[src/rtl/apu_nn_resp_buf.sv]
// apu_nn_resp_buf
// Tracks ops issued to the APU and buffers their in-order results for writeback.
// A tag FIFO holds the destination tags of ops in flight. A result FIFO holds
// returned {tag, result, flags} entries until writeback accepts them. Issue is
// throttled so that ops in flight plus buffered results never exceed MAX_OUTST.
module apu_nn_resp_buf #(
   parameter int DATA_W    = 32,
   parameter int FLAGS_W   = 5,
   parameter int TAG_W     = 6,
   parameter int MAX_OUTST = 4
) (
   input  logic               clk,
   input  logic               rst_n,
   input  logic               issue_valid_i,
   input  logic [TAG_W-1:0]   issue_tag_i,
   output logic               issue_ready_o,
   input  logic               apu_rvalid_i,
   input  logic [DATA_W-1:0]  apu_result_i,
   input  logic [FLAGS_W-1:0] apu_flags_i,
   output logic               wb_valid_o,
   input  logic               wb_ready_i,
   output logic [TAG_W-1:0]   wb_tag_o,
   output logic [DATA_W-1:0]  wb_result_o,
   output logic [FLAGS_W-1:0] wb_flags_o,
   input  logic [TAG_W-1:0]   query_tag_i,
   output logic               query_hit_o,
   output logic               busy_o,
   output logic               err_o
);

   localparam int PTR_W = (MAX_OUTST > 1) ? $clog2(MAX_OUTST) : 1;
   localparam int CNT_W = PTR_W + 1;
   localparam logic [PTR_W-1:0] PTR_ONE  = PTR_W'(1);
   localparam logic [CNT_W-1:0] CNT_ZERO = CNT_W'(0);
   localparam logic [CNT_W:0]   MAX_SUM  = (CNT_W + 1)'(MAX_OUTST);

   // tag FIFO state
   logic [TAG_W-1:0]   tag_mem_q [MAX_OUTST];
   logic [PTR_W-1:0]   tag_wr_q, tag_wr_d;
   logic [PTR_W-1:0]   tag_rd_q, tag_rd_d;
   logic [CNT_W-1:0]   inflight_cnt_q, inflight_cnt_d;

   // result FIFO state
   logic [TAG_W-1:0]   res_tag_mem_q   [MAX_OUTST];
   logic [DATA_W-1:0]  res_data_mem_q  [MAX_OUTST];
   logic [FLAGS_W-1:0] res_flags_mem_q [MAX_OUTST];
   logic [PTR_W-1:0]   res_wr_q, res_wr_d;
   logic [PTR_W-1:0]   res_rd_q, res_rd_d;
   logic [CNT_W-1:0]   rbuf_cnt_q, rbuf_cnt_d;

   logic               err_q, err_d;

   logic [CNT_W:0]     occ_sum_s;
   logic               issue_fire_s;
   logic               ret_fire_s;
   logic               pop_fire_s;

   // Occupancy and the three independent handshakes, all from registered state.
   always_comb begin
      occ_sum_s     = {1'b0, inflight_cnt_q} + {1'b0, rbuf_cnt_q};
      issue_ready_o = (occ_sum_s < MAX_SUM);
      busy_o        = (occ_sum_s != {(CNT_W + 1){1'b0}});
      wb_valid_o    = (rbuf_cnt_q != CNT_ZERO);
      issue_fire_s  = issue_valid_i & issue_ready_o;
      ret_fire_s    = apu_rvalid_i & (inflight_cnt_q != CNT_ZERO);
      pop_fire_s    = wb_valid_o & wb_ready_i;
      err_o         = err_q;
   end

   // Next-state for counters, pointers and the unexpected-result flag.
   always_comb begin
      tag_wr_d       = tag_wr_q;
      tag_rd_d       = tag_rd_q;
      res_wr_d       = res_wr_q;
      res_rd_d       = res_rd_q;
      inflight_cnt_d = inflight_cnt_q + CNT_W'(issue_fire_s) - CNT_W'(ret_fire_s);
      rbuf_cnt_d     = rbuf_cnt_q + CNT_W'(ret_fire_s) - CNT_W'(pop_fire_s);
      err_d          = apu_rvalid_i & (inflight_cnt_q == CNT_ZERO);
      if (issue_fire_s) begin
         tag_wr_d = tag_wr_q + PTR_ONE;
      end else begin
         tag_wr_d = tag_wr_q;
      end
      if (ret_fire_s) begin
         tag_rd_d = tag_rd_q + PTR_ONE;
         res_wr_d = res_wr_q + PTR_ONE;
      end else begin
         tag_rd_d = tag_rd_q;
         res_wr_d = res_wr_q;
      end
      if (pop_fire_s) begin
         res_rd_d = res_rd_q + PTR_ONE;
      end else begin
         res_rd_d = res_rd_q;
      end
   end

   // Control state register; reset drops every entry and any pending error pulse.
   always_ff @(posedge clk or negedge rst_n) begin
      if (!rst_n) begin
         tag_wr_q       <= {PTR_W{1'b0}};
         tag_rd_q       <= {PTR_W{1'b0}};
         res_wr_q       <= {PTR_W{1'b0}};
         res_rd_q       <= {PTR_W{1'b0}};
         inflight_cnt_q <= CNT_ZERO;
         rbuf_cnt_q     <= CNT_ZERO;
         err_q          <= 1'b0;
      end else begin
         tag_wr_q       <= tag_wr_d;
         tag_rd_q       <= tag_rd_d;
         res_wr_q       <= res_wr_d;
         res_rd_q       <= res_rd_d;
         inflight_cnt_q <= inflight_cnt_d;
         rbuf_cnt_q     <= rbuf_cnt_d;
         err_q          <= err_d;
      end
   end

   // FIFO storage; contents are only meaningful where the counts say so.
   always_ff @(posedge clk) begin
      if (issue_fire_s) begin
         tag_mem_q[tag_wr_q] <= issue_tag_i;
      end
      if (ret_fire_s) begin
         res_tag_mem_q[res_wr_q]   <= tag_mem_q[tag_rd_q];
         res_data_mem_q[res_wr_q]  <= apu_result_i;
         res_flags_mem_q[res_wr_q] <= apu_flags_i;
      end
   end

   // Writeback view of the result-FIFO head, forced to zero when empty.
   always_comb begin
      if (wb_valid_o) begin
         wb_tag_o    = res_tag_mem_q[res_rd_q];
         wb_result_o = res_data_mem_q[res_rd_q];
         wb_flags_o  = res_flags_mem_q[res_rd_q];
      end else begin
         wb_tag_o    = {TAG_W{1'b0}};
         wb_result_o = {DATA_W{1'b0}};
         wb_flags_o  = {FLAGS_W{1'b0}};
      end
   end

   // Hazard lookup over every occupied slot of both FIFOs.
   always_comb begin
      logic [PTR_W-1:0] tag_off;
      logic [PTR_W-1:0] res_off;
      query_hit_o = 1'b0;
      for (int i = 0; i < MAX_OUTST; i++) begin
         tag_off     = PTR_W'(i) - tag_rd_q;
         res_off     = PTR_W'(i) - res_rd_q;
         query_hit_o = query_hit_o
                     | (({1'b0, tag_off} < inflight_cnt_q) & (tag_mem_q[i] == query_tag_i))
                     | (({1'b0, res_off} < rbuf_cnt_q) & (res_tag_mem_q[i] == query_tag_i));
      end
   end

endmodule
[config.mk]
export PLATFORM = sky130hd
export DESIGN_NAME = apu_nn_resp_buf
export DESIGN_NICKNAME = d
export VERILOG_FILES = /design/src/rtl/apu_nn_resp_buf.sv
export SDC_FILE = /design/constraint.sdc
export NUM_CORES = 1
export LEC_CHECK = 0
export BUFFER_PORTS_ARGS = -buffer_cell sky130_fd_sc_hd__buf_2
export CORE_MARGIN = 3
export CORE_UTILIZATION = 50
export CTS_BUF_LIST = sky130_fd_sc_hd__clkbuf_8 sky130_fd_sc_hd__clkbuf_16
export DETAILED_ROUTE_END_ITERATION = 8
export PLACE_DENSITY = 0.76
export SYNTH_ARGS = -nofsm -noshare
export SYNTH_HDL_FRONTEND = slang
export SYNTH_SLANG_ARGS = --single-unit
[constraint.sdc]
create_clock -name clk -period 5.25 [get_ports clk]
set_input_delay 0.525 -clock clk [delete_from_list [all_inputs] [get_ports clk]]
set_output_delay 0.525 -clock clk [all_outputs]
set_load 0.02 [all_outputs]
## Word level (Yosys, flattened, before mapping)

Memory sizes are Yosys's and may differ from the RTL's.
Index checks and enable logic that the tools add are counted.

- $add $sub $neg: 17
- Magnitude comparators: 9
- Eq/ne operators: 8
- Mux-type cells: 7
- Bitwise gates (word level): 19
- Reductions and logical operators: 4

Operators with widths:

| kind | number |
|---|---|
| 6-bit equality test | 8 |
| 32-bit two-way mux | 1 |
| 2-bit by 3-bit < comparator with 1-bit output | 8 |
| 1-bit AND | 12 |
| 2-bit by 1-bit adder with 2-bit output, second input constant | 4 |
| 1-bit by 2-bit subtractor with 2-bit output, first input constant | 4 |
| 2-bit subtractor, first input constant | 4 |
| 1-bit bitwise OR | 7 |
| 3-bit by 1-bit adder with 3-bit output | 2 |
| 6-bit two-way mux | 1 |
| 3-bit nonzero test | 2 |
| 3-bit by 1-bit subtractor with 3-bit output | 2 |
| 5-bit two-way mux | 1 |
| 3-bit by 3-bit adder with 4-bit output | 1 |
| 4-bit by 3-bit < comparator with 1-bit output, second input constant | 1 |
| 1-bit two-way mux | 4 |
| 4-bit nonzero test | 1 |
| 3-bit logical NOT | 1 |

- Bits in registers: 15
- RAM bits: 196
- Input bits: 54
- Output and inout port bits: 48
- Logic and storage cells: 75
- Memories: 4

Memories:

| memory | words | bits a word | rd ports | clocked after memory_dff | wr ports | RTL line | RTL |
|---|---|---|---|---|---|---|---|
| res_data_mem_q | 4 | 32 | 1 | 0 | 1 | 45 | `logic [DATA_W-1:0] res_data_mem_q [MAX_OUTST];` |
| res_tag_mem_q | 4 | 6 | 5 | 0 | 1 | 44 | `logic [TAG_W-1:0] res_tag_mem_q [MAX_OUTST];` |
| tag_mem_q | 4 | 6 | 5 | 0 | 1 | 38 | `logic [TAG_W-1:0] tag_mem_q [MAX_OUTST];` |
| res_flags_mem_q | 4 | 5 | 1 | 0 | 1 | 46 | `logic [FLAGS_W-1:0] res_flags_mem_q [MAX_OUTST];` |

## Depth between registers and ports, before layout

Gate-level depths: netlist of run 1.

- Depth after elaboration: 10
- Gate-level depth with buffers: 13
- Gate-level depth less buffers: 13

## Worst setup path before layout of run 1

No wires, ideal clock.

- Path kind: register -> register
- Start point: register inflight_cnt_q[0]
- End point: register inflight_cnt_q[2]
- Library setup time: 0.129 ns
- Data arrival time: 3.014 ns
- Required time: 5.121 ns
- Path slack: 2.107 ns
- Stages on the path, launching flop included: 14
- Path buffers: 0
- Period minus slack after synthesis: 3.143 ns
- Cell sequence: dfrtp_1 > ha_1 > fa_1 > or2_2 > a21oi_2 > and2_1 > inv_1 > ha_1 > inv_1 > ha_1 > inv_1 > fa_1 > xnor2_1 > xnor2_1

- Word-level cells in the longest chain between the ends: 5
- Elaborated cells on any way between the ends: 7
- Classes of those cells: add/sub (3); order compare (1); bitwise (2); reduce/logical (1)

Ends and longest elaborated chain:

| item | RTL line | RTL |
|---|---|---|
| start, declared | 41 | `logic [CNT_W-1:0] inflight_cnt_q, inflight_cnt_d;` |
| start signal, assigned | 113 | `inflight_cnt_q <= inflight_cnt_d;` |
| 3-bit by 3-bit adder with 4-bit output | 60 | `occ_sum_s = {1'b0, inflight_cnt_q} + {1'b0, rbuf_cnt_q};` |
| 4-bit by 3-bit < comparator with 1-bit output | 61 | `issue_ready_o = (occ_sum_s < MAX_SUM);` |
| via issue_ready_o | 16 | `output logic issue_ready_o,` |
| 1-bit AND | 64 | `issue_fire_s = issue_valid_i & issue_ready_o;` |
| 3-bit by 1-bit adder with 3-bit output | 76 | `inflight_cnt_d = inflight_cnt_q + CNT_W'(issue_fire_s) - CNT_W'(ret_fire_s);` |
| 3-bit by 1-bit subtractor with 3-bit output | 76 |  |
| via inflight_cnt_d[2] | 41 |  |

The timed path passes the listed nets, and every way through them passes these cells.
A chain may end at the register's enable or synchronous reset.

## Worst setup path after layout of run 1

- Start point: register inflight_cnt_q[0]
- End point: register inflight_cnt_q[2]

- Word-level cells in the longest chain between the ends: 5
- Elaborated cells on any way between the ends: 7
- Classes of those cells: add/sub (3); order compare (1); bitwise (2); reduce/logical (1)

Ends and longest elaborated chain:

| item | RTL line |
|---|---|
| 3-bit by 3-bit adder with 4-bit output | 60 |
| 4-bit by 3-bit < comparator with 1-bit output | 61 |
| 1-bit AND | 64 |
| 3-bit by 1-bit adder with 3-bit output | 76 |
| 3-bit by 1-bit subtractor with 3-bit output * | 76 |
| via inflight_cnt_d[2] | 41 |

The timed path passes the listed nets; every way through them passes the cells marked *.

==> metrics.csv, run 1 <==
stage,metric,value,unit
min_path,hp-class,in -> reg,
cells_and_area,nets,683,
sta,finClkSkew,0.02115,ns
setup_path,worstSetupPathType,reg -> reg,
cells_and_area,areaGrowthSynthToFinish,15.29,%
sta,setup_tns,0,ns
grt,grt_max_degree,48,
yosys,synth_seq_area_share,68.68,%
floorplan,core_area,17600,um2
grt,overflow,0,
sta,fin_crit,3.239,ns
power,powerDensity,594.5,nW/um2
power,ir_worst_vdd,0.4222,mV
routing,post_drt_wl_per_cell,20.12,um
routing,ant_nets,0,
placement,hpwl,10850,um
placement,io_buffer_count,101,
yosys,ys.warnings.count,0,
clocking,path_clk_slew,0.06,ns
run,drv_cap,0,
yosys,synthTopCellsByArea,"edfxtp_1, mux4_2, xor2_1, dfrtp_1, and2_1",
sta,rsz0062_at_grt,false,
setup_path,cp-start-kind,register,
floorplan,rows,48,
clocking,htree_levels,1,
yosys,synth-edff-count,196,
floorplan,die_h,141.0,um
power,p_leak,3.824,nW
setup_path,cp_slowest_cell,dfrtp_1,
yosys,synthArstFlopShare,7.109,%
status,status,"finished, final reports clean",
yosys,syn-cell-area,9116,um2
routing,drtPass1Iterations,4,
clocking,clock-sinks,211,
setup_path,cp_max_fo,7,
routing,wl,17000,um
setup_path,path_delay_family,adder cells,
floorplan,die-area,19890,um2
floorplan,pin_count,102,
clocking,cts-root-buf,clkbuf_16,
clocking,post-cts-setup-buffer-count,0,
yosys,synth.largest_area_cell,edfxtp_1,
sta,slew_violations,0,
sta,tightest_slew,0.9113,ns
yosys,yosys.area.top_type_share,64.56,%
sta,min_period_over_period,61.70,%
sta,fmax,308.7,MHz
sta,finalHoldViolCount,0,
yosys,syn_inst,494,
clocking,cts_resized,0,
placement,gp_congestion,0.8984,
grt,grt_pass1_vias,5163,
setup_path,critPathArrivalTime,3.61,ns
clocking,clockBufferDepth,3,
yosys,synth-seq-cells,211,
floorplan,start_util,51.81,%
clocking,numCtsBuffers,22,
sta,setup_viol,0,
setup_path,end_kind,register,
yosys,ys_types,38,
setup_path,cp_num_buf_inv,3,
yosys,synthFlopType,edfxtp_1,
setup_path,slowest_delay,0.43,ns
cells_and_area,utilization,59.73,%
grt,grt_pass1_wl,27630,um
routing,vias_per_cell,5.473,
floorplan,die_x,141.0,um
cells_and_area,drive_gt1_share,31.50,%
grt,grtUsageTotal,17.73,%
setup_path,rrSetupSlack,2.01,ns
clocking,clk_latency,0.51,ns
yosys,syn_area_per_cell,18.45,um2
routing,drc,0,
clocking,hold_buffers,1,
routing,drtIter0Drc,257,
sta,slew_headroom,39.25,%
clocking,cts_tree,done,
routing,vias,4625,
yosys,syn_nets,574,
setup_path,cp_cell_sequence,ha_1 > fa_1 > or2_2 > a21oi_2 > and2_1 > inv_1 > ha_1 > inv_1 > ha_1 > inv_1 > fa_1 > xnor2_1 > xnor2_1,
grt,antenna_found_initial,1,
setup_path,worst_ep_required_time,5.62,ns
[power by group]
| part | internal (W) | switching (W) | leakage (nW) |
|---|---|---|---|
| clock | 0.000810 | 0.000600 | 0.343 |
| sequential | 0.00229 | 0.000193 | 1.97 |
| combinational | 0.00101 | 0.00135 | 1.51 |
[Yosys cell counts, types with 4 or more instances]
master and n:
buf_4 5, buf_2 8, nor3_1 6, inv_1 21, and2_1 51, dfrtp_1 15, nand3_1 9, ha_1 23
mux4_2 49, a2111oi_0 5, xnor2_1 17, edfxtp_1 196, xor2_1 43, clkbuf_1 8, and3_1 4, nand2_1 5
[metrics by stage]
stage	hold WS, ns	std cells	setup WS [ns]	power, W	cell area [um2]
CTS	0.2185	844	1.988	0.006348	10510
global placement	0.4490	803	2.171	0.004833	9832
floorplan	0.2294	494	2.107	0.004200	9116
detailed placement	0.4626	803	2.017	0.004922	9832
finish	0.2310	845	2.011	0.006248	10510
global route	0.2220	845	1.808	0.006659	10510
[cells by family (layout without fill, tap and decap cells)]
| kind of cell | after synthesis | count (layout) | share of synthesized area (%) |
|---|---|---|---|
| buffers and inverters | 45 | 170 | 2.333 |
| adders and majority gates | 26 | 26 | 3.816 |
| and+or+nand+nor | 84 | 84 | 5.476 |
| muxes | 50 | 50 | 12.23 |
| AOI/OAI and AO/OA | 18 | 18 | 1.702 |
| DFF | 211 | 211 | 68.68 |
| other | 0 | 1 | 0 |
| xor gates and xnor gates | 60 | 60 | 5.764 |
[cell type report]
class / count / area [um2]
multi-input combinational: 238 / 2648
clock buffer: 22 / 550.5
antenna: 1 / 2.502
tap: 225 / 281.5
inverter: 21 / 78.83
clock inverter: 18 / 115.1
fill: 1297 / 7087
timing repair buffer: 109 / 568.0
sequential: 211 / 6266
[cell usage in the layout, fill, tap and decap left out, types with 2 or more instances in the layout]
cell	Yosys	final
a2111o_1	2	2
a2111oi_0	5	5
a21oi_1	3	3
and2_1	51	47
and2_2	0	4
and3_1	4	4
buf_2	8	101
buf_4	5	7
clkbuf_16	0	22
clkinv_1	0	6
clkinvlp_4	0	2
dfrtp_1	15	13
edfxtp_1	196	196
fa_1	3	3
ha_1	23	23
inv_1	21	28
mux4_2	49	49
nand2_1	5	5
nand2b_1	2	2
nand3_1	9	9
nor3_1	6	6
xnor2_1	17	17
xor2_1	43	43
[layer usage]
layer / wire, um / track usage [%] / vias to the layer above
li1: - / - / 2123
met1: 6987 / 22.73 / 2318
met2: 8587 / 31.35 / 151
met3: 984 / 2.782 / 33
met4: 440 / 5.405 / 0
met5: 0 / 0 / -
[path summary, 6_finish.rpt]
check,start,endpoint,cells after the start
max,inflight_cnt_q[0],inflight_cnt_q[2],13
min,apu_result_i[16],res_data_mem_q[2][16],1
max reg2reg,inflight_cnt_q[0],inflight_cnt_q[2],13
min reg2reg,rbuf_cnt_q[2],rbuf_cnt_q[2],1
max in group asynchronous,rst_n,res_rd_q[0],2
min in group asynchronous,rst_n,tag_wr_q[0],2
[flip-flops by register name, indices dropped and copies added, names as in the netlist]
| name | cells |
|---|---|
| res_wr_q | 2 |
| tag_wr_q | 2 |
| tag_mem_q | 24 |
| tag_rd_q | 2 |
| res_flags_mem_q | 20 |
| inflight_cnt_q | 3 |
| res_tag_mem_q | 24 |
| err_o | 1 |
| res_rd_q | 2 |
| rbuf_cnt_q | 3 |
| res_data_mem_q | 128 |
No activity file was read; power rests on OpenSTA's default activity.
==> run 2, diff against run 1 <==
==> constraint.sdc (replaced) <==
create_clock -name clk -period 3 [get_ports clk]
set_input_delay 0.3 -clock clk [delete_from_list [all_inputs] [get_ports clk]]
set_output_delay 0.3 -clock clk [all_outputs]
set_load 0.02 [all_outputs]
==> run 2 against run 1 <==
Compared with the run above: critical path depth is 5 lower; die area unchanged; total power rose by 79%; worst hold slack lost 0.21 ns; utilization grew 0.83 points; combinational power is 85% higher; sequential power is 73% higher; non-clock buffer count up 9; clock power is 77% higher; register-to-register slack worse by 1.8 ns; critical path type is now reg -> out.
==> metrics.csv, run 2 (synthesis gave the netlist of run 1 again) <==
stage,metric,value,unit,change
status,status,"finished, final reports clean",,
setup_path,worst_ep_required_time,2.70,ns,-2.92 ns
min_path,hold_start,apu_result_i[3],,
setup_path,r2r_end,inflight_cnt_q[2],,
setup_path,cp_cell_sequence,xor2_1 > inv_1 > ha_1 > a2111o_1 > a311o_1 > and4_4 > o211ai_2 > buf_2,,
min_path,hp-class,in -> reg,,
floorplan,die_x,141.0,um,unchanged
power,ir_worst_vdd,0.6343,mV,+50%
floorplan,pin_count,102,,unchanged
cells_and_area,diodes,0,,-1
sta,rsz0062_at_grt,false,,
placement,place_ws,0.1225,ns,-1.895 ns
routing,ant_nets,0,,unchanged
power,powerDensity,1048,nW/um2,+76%
setup_path,cp.depth,8,,-5
sta,slew_violations,0,,unchanged
routing,drtIter0Drc,313,,+22%
floorplan,start_util,51.81,%,unchanged
sta,fmax,351.9,MHz,
power,p_sw_share,33.96,%,-0.36 points
sta,finClkSkew,0.007621,ns,-0.01353 ns
cells_and_area,drive_gt1_share,33.28,%,+1.8 points
clocking,htree_levels,1,,unchanged
grt,grt_pass1_wl,27390,um,-0.87%
cells_and_area,final_cell_mix,"edfxtp_1, buf_2, mux4_2",,
clocking,clk_latency,0.49,ns,-0.02 ns
cells_and_area,top_register,res_data_mem_q,,
cells_and_area,nets,692,,+1.3%
floorplan,core_area,17600,um2,unchanged
clocking,clockBufferDepth,3,,unchanged
setup_path,r2r_cells,13,,unchanged
clocking,clock-sinks,211,,unchanged
cells_and_area,areaGrowthSynthToFinish,16.90,%,
routing,vias_per_cell,5.450,,-0.42%
grt,antenna_found_initial,1,,unchanged
power,power.internal,0.007373,W,+80%
setup_path,critPathArrivalTime,2.54,ns,-1.07 ns
setup_path,crit_start,res_rd_q[0],,
grt,grt_pass1_vias,5188,,+0.48%
power,p_leak,3.890,nW,+1.7%
cells_and_area,final_common_cell,edfxtp_1,,
placement,io_buffer_count,101,,unchanged
placement,hpwl,10820,um,-0.29%
setup_path,cp_num_buf_inv,2,,-1
routing,vias,4649,,+0.52%
setup_path,end_kind,output port,,
placement,gp_congestion,0.9037,,+0.59%
clocking,numCtsBuffers,22,,unchanged
setup_path,slowest_delay,0.49,ns,+0.06 ns
sta,min_period_over_period,94.73,%,
power,pwr-share-comb,39.2,%,+1.4 points
setup_path,cp_max_fo,2,,-5
clocking,path_clk_slew,0.06,ns,about the same
setup_path,cp_slowest_cell,dfrtp_4,,
routing,post_drt_wl_per_cell,19.99,um,-0.65%
setup_path,crit_end,query_hit_o,,
grt,grtUsageTotal,17.54,%,-0.19 points
setup_path,r2r-start,inflight_cnt_q[0],,
grt,grt_max_degree,48,,unchanged
routing,drtPass1Iterations,8,,+4
sta,finalHoldViolCount,0,,unchanged
power,p_sw,0.003792,W,+77%
routing,top_layer,met5,,
routing,wl_met3,893,um,-9.2%
setup_path,path_delay_family,compound AO/OA/AOI/OAI gates,,
routing,wl,17050,um,+0.29%
floorplan,die_h,141.0,um,unchanged
clocking,cts_tree,done,,
sta,tightest_slew,0.4509,ns,-0.4604 ns
setup_path,rrSetupSlack,0.21,ns,-1.80 ns
clocking,cts-root-buf,clkbuf_16,,
cells_and_area,largest_register_ffs,128,,unchanged
sta,setup_viol,0,,unchanged
power,p_seq_share,38.5,%,-1.2 points
routing,wl_met1,7181,um,+2.8%
sta,finalWorstSetupSlack,0.1580,ns,-1.853 ns
power,clockPowerShare,22.3,%,-0.3 points
grt,overflow,0,,unchanged
sta,slew_headroom,69.17,%,+30 points
run,drv_cap,0,,unchanged
setup_path,cp-start-kind,register,,
routing,wl_met2,8637,um,+0.58%
cells_and_area,top_regs,"res_data_mem_q (128), res_tag_mem_q (24), tag_mem_q (24)",,
sta,setup_tns,0,ns,unchanged
floorplan,rows,48,,unchanged
routing,drc,0,,unchanged
clocking,post-cts-setup-buffer-count,0,,unchanged
sta,holdWs,0.02227,ns,-0.2087 ns
sta,fin_crit,2.842,ns,
floorplan,die-area,19890,um2,unchanged
setup_path,worstSetupPathType,reg -> out,,
==> run 2: changes by cell type in the layout (fill, tap and decap cells not counted), sizes merged <==
cell         previous run  this run
dlygate4sd3             1         3
diode                   1         0
clkinv                  8        11
inv                    28        26
clkinvlp                2         0
buf                   108       115
clkbuf                 22        23
==> run 2: worst min-delay path by stage <==
| stage | to | slack, ns | cells past startpoint |
|---|---|---|---|
| floorplan | err_o | 0.004 | 0 |
| global placement | tag_wr_q[0] | 0.22 | 1 |
| detailed placement | err_o | 0.24 | 1 |
| CTS | res_data_mem_q[2][28] | 0.002 | 1 |
| global route | res_data_mem_q[0][3] | 0.003 | 1 |
| finish | res_data_mem_q[0][3] | 0.02 | 1 |
==> run 2: through the flow <==
step / instance area, um2 / power, W / util (%) / std cells
2_1_floorplan: 9129 / 0.007380 / - / 494
3_3_place_gp: 9947 / 0.008616 / 56.53 / 810
3_5_place_dp: 9947 / 0.008765 / 56.53 / 810
4_1_cts: 10650 / 0.01130 / 60.52 / 853
5_1_grt: 10660 / 0.01181 / 60.56 / 853
6_report: 10660 / 0.01117 / 60.56 / 853
==> run 2: repair_timing <==
action	4_1_cts	5_1_grt
hold endpoints to repair	20	0
hold buffers	3	0
gates resized for setup	0	4
endpoints found under the setup margin	0	2
==> run 2: layer usage <==
layer | vias to the layer above | global-route usage (%)
met5 | - | 0
met4 | 2 | 4.029
met3 | 28 | 3.324
met2 | 136 | 30.59
met1 | 2354 | 23.09
li1 | 2129 | -
==> run 2: final cells by class <==
type / count / area [um2]
well taps: 225 / 281.5
repair buffers: 118 / 690.7
clock inverters: 17 / 96.34
fillers: 1287 / 6940
inverters: 21 / 78.83
clock buffers: 23 / 575.6
multi-input cells: 238 / 2665
flip-flops and latches: 211 / 6269
==> run 2: power by group through the flow <==
| stage | Combinational (W) | Sequential, W | Clock [W] |
|---|---|---|---|
| after floorplan | 0.00313 | 0.00425 | 0 |
| after global placement | 0.00430 | 0.00431 | 0 |
| after detailed placement | 0.00440 | 0.00436 | 0 |
| after CTS | 0.00444 | 0.00431 | 0.00256 |
| after global routing | 0.00477 | 0.00437 | 0.00267 |
| final | 0.00437 | 0.00430 | 0.00249 |
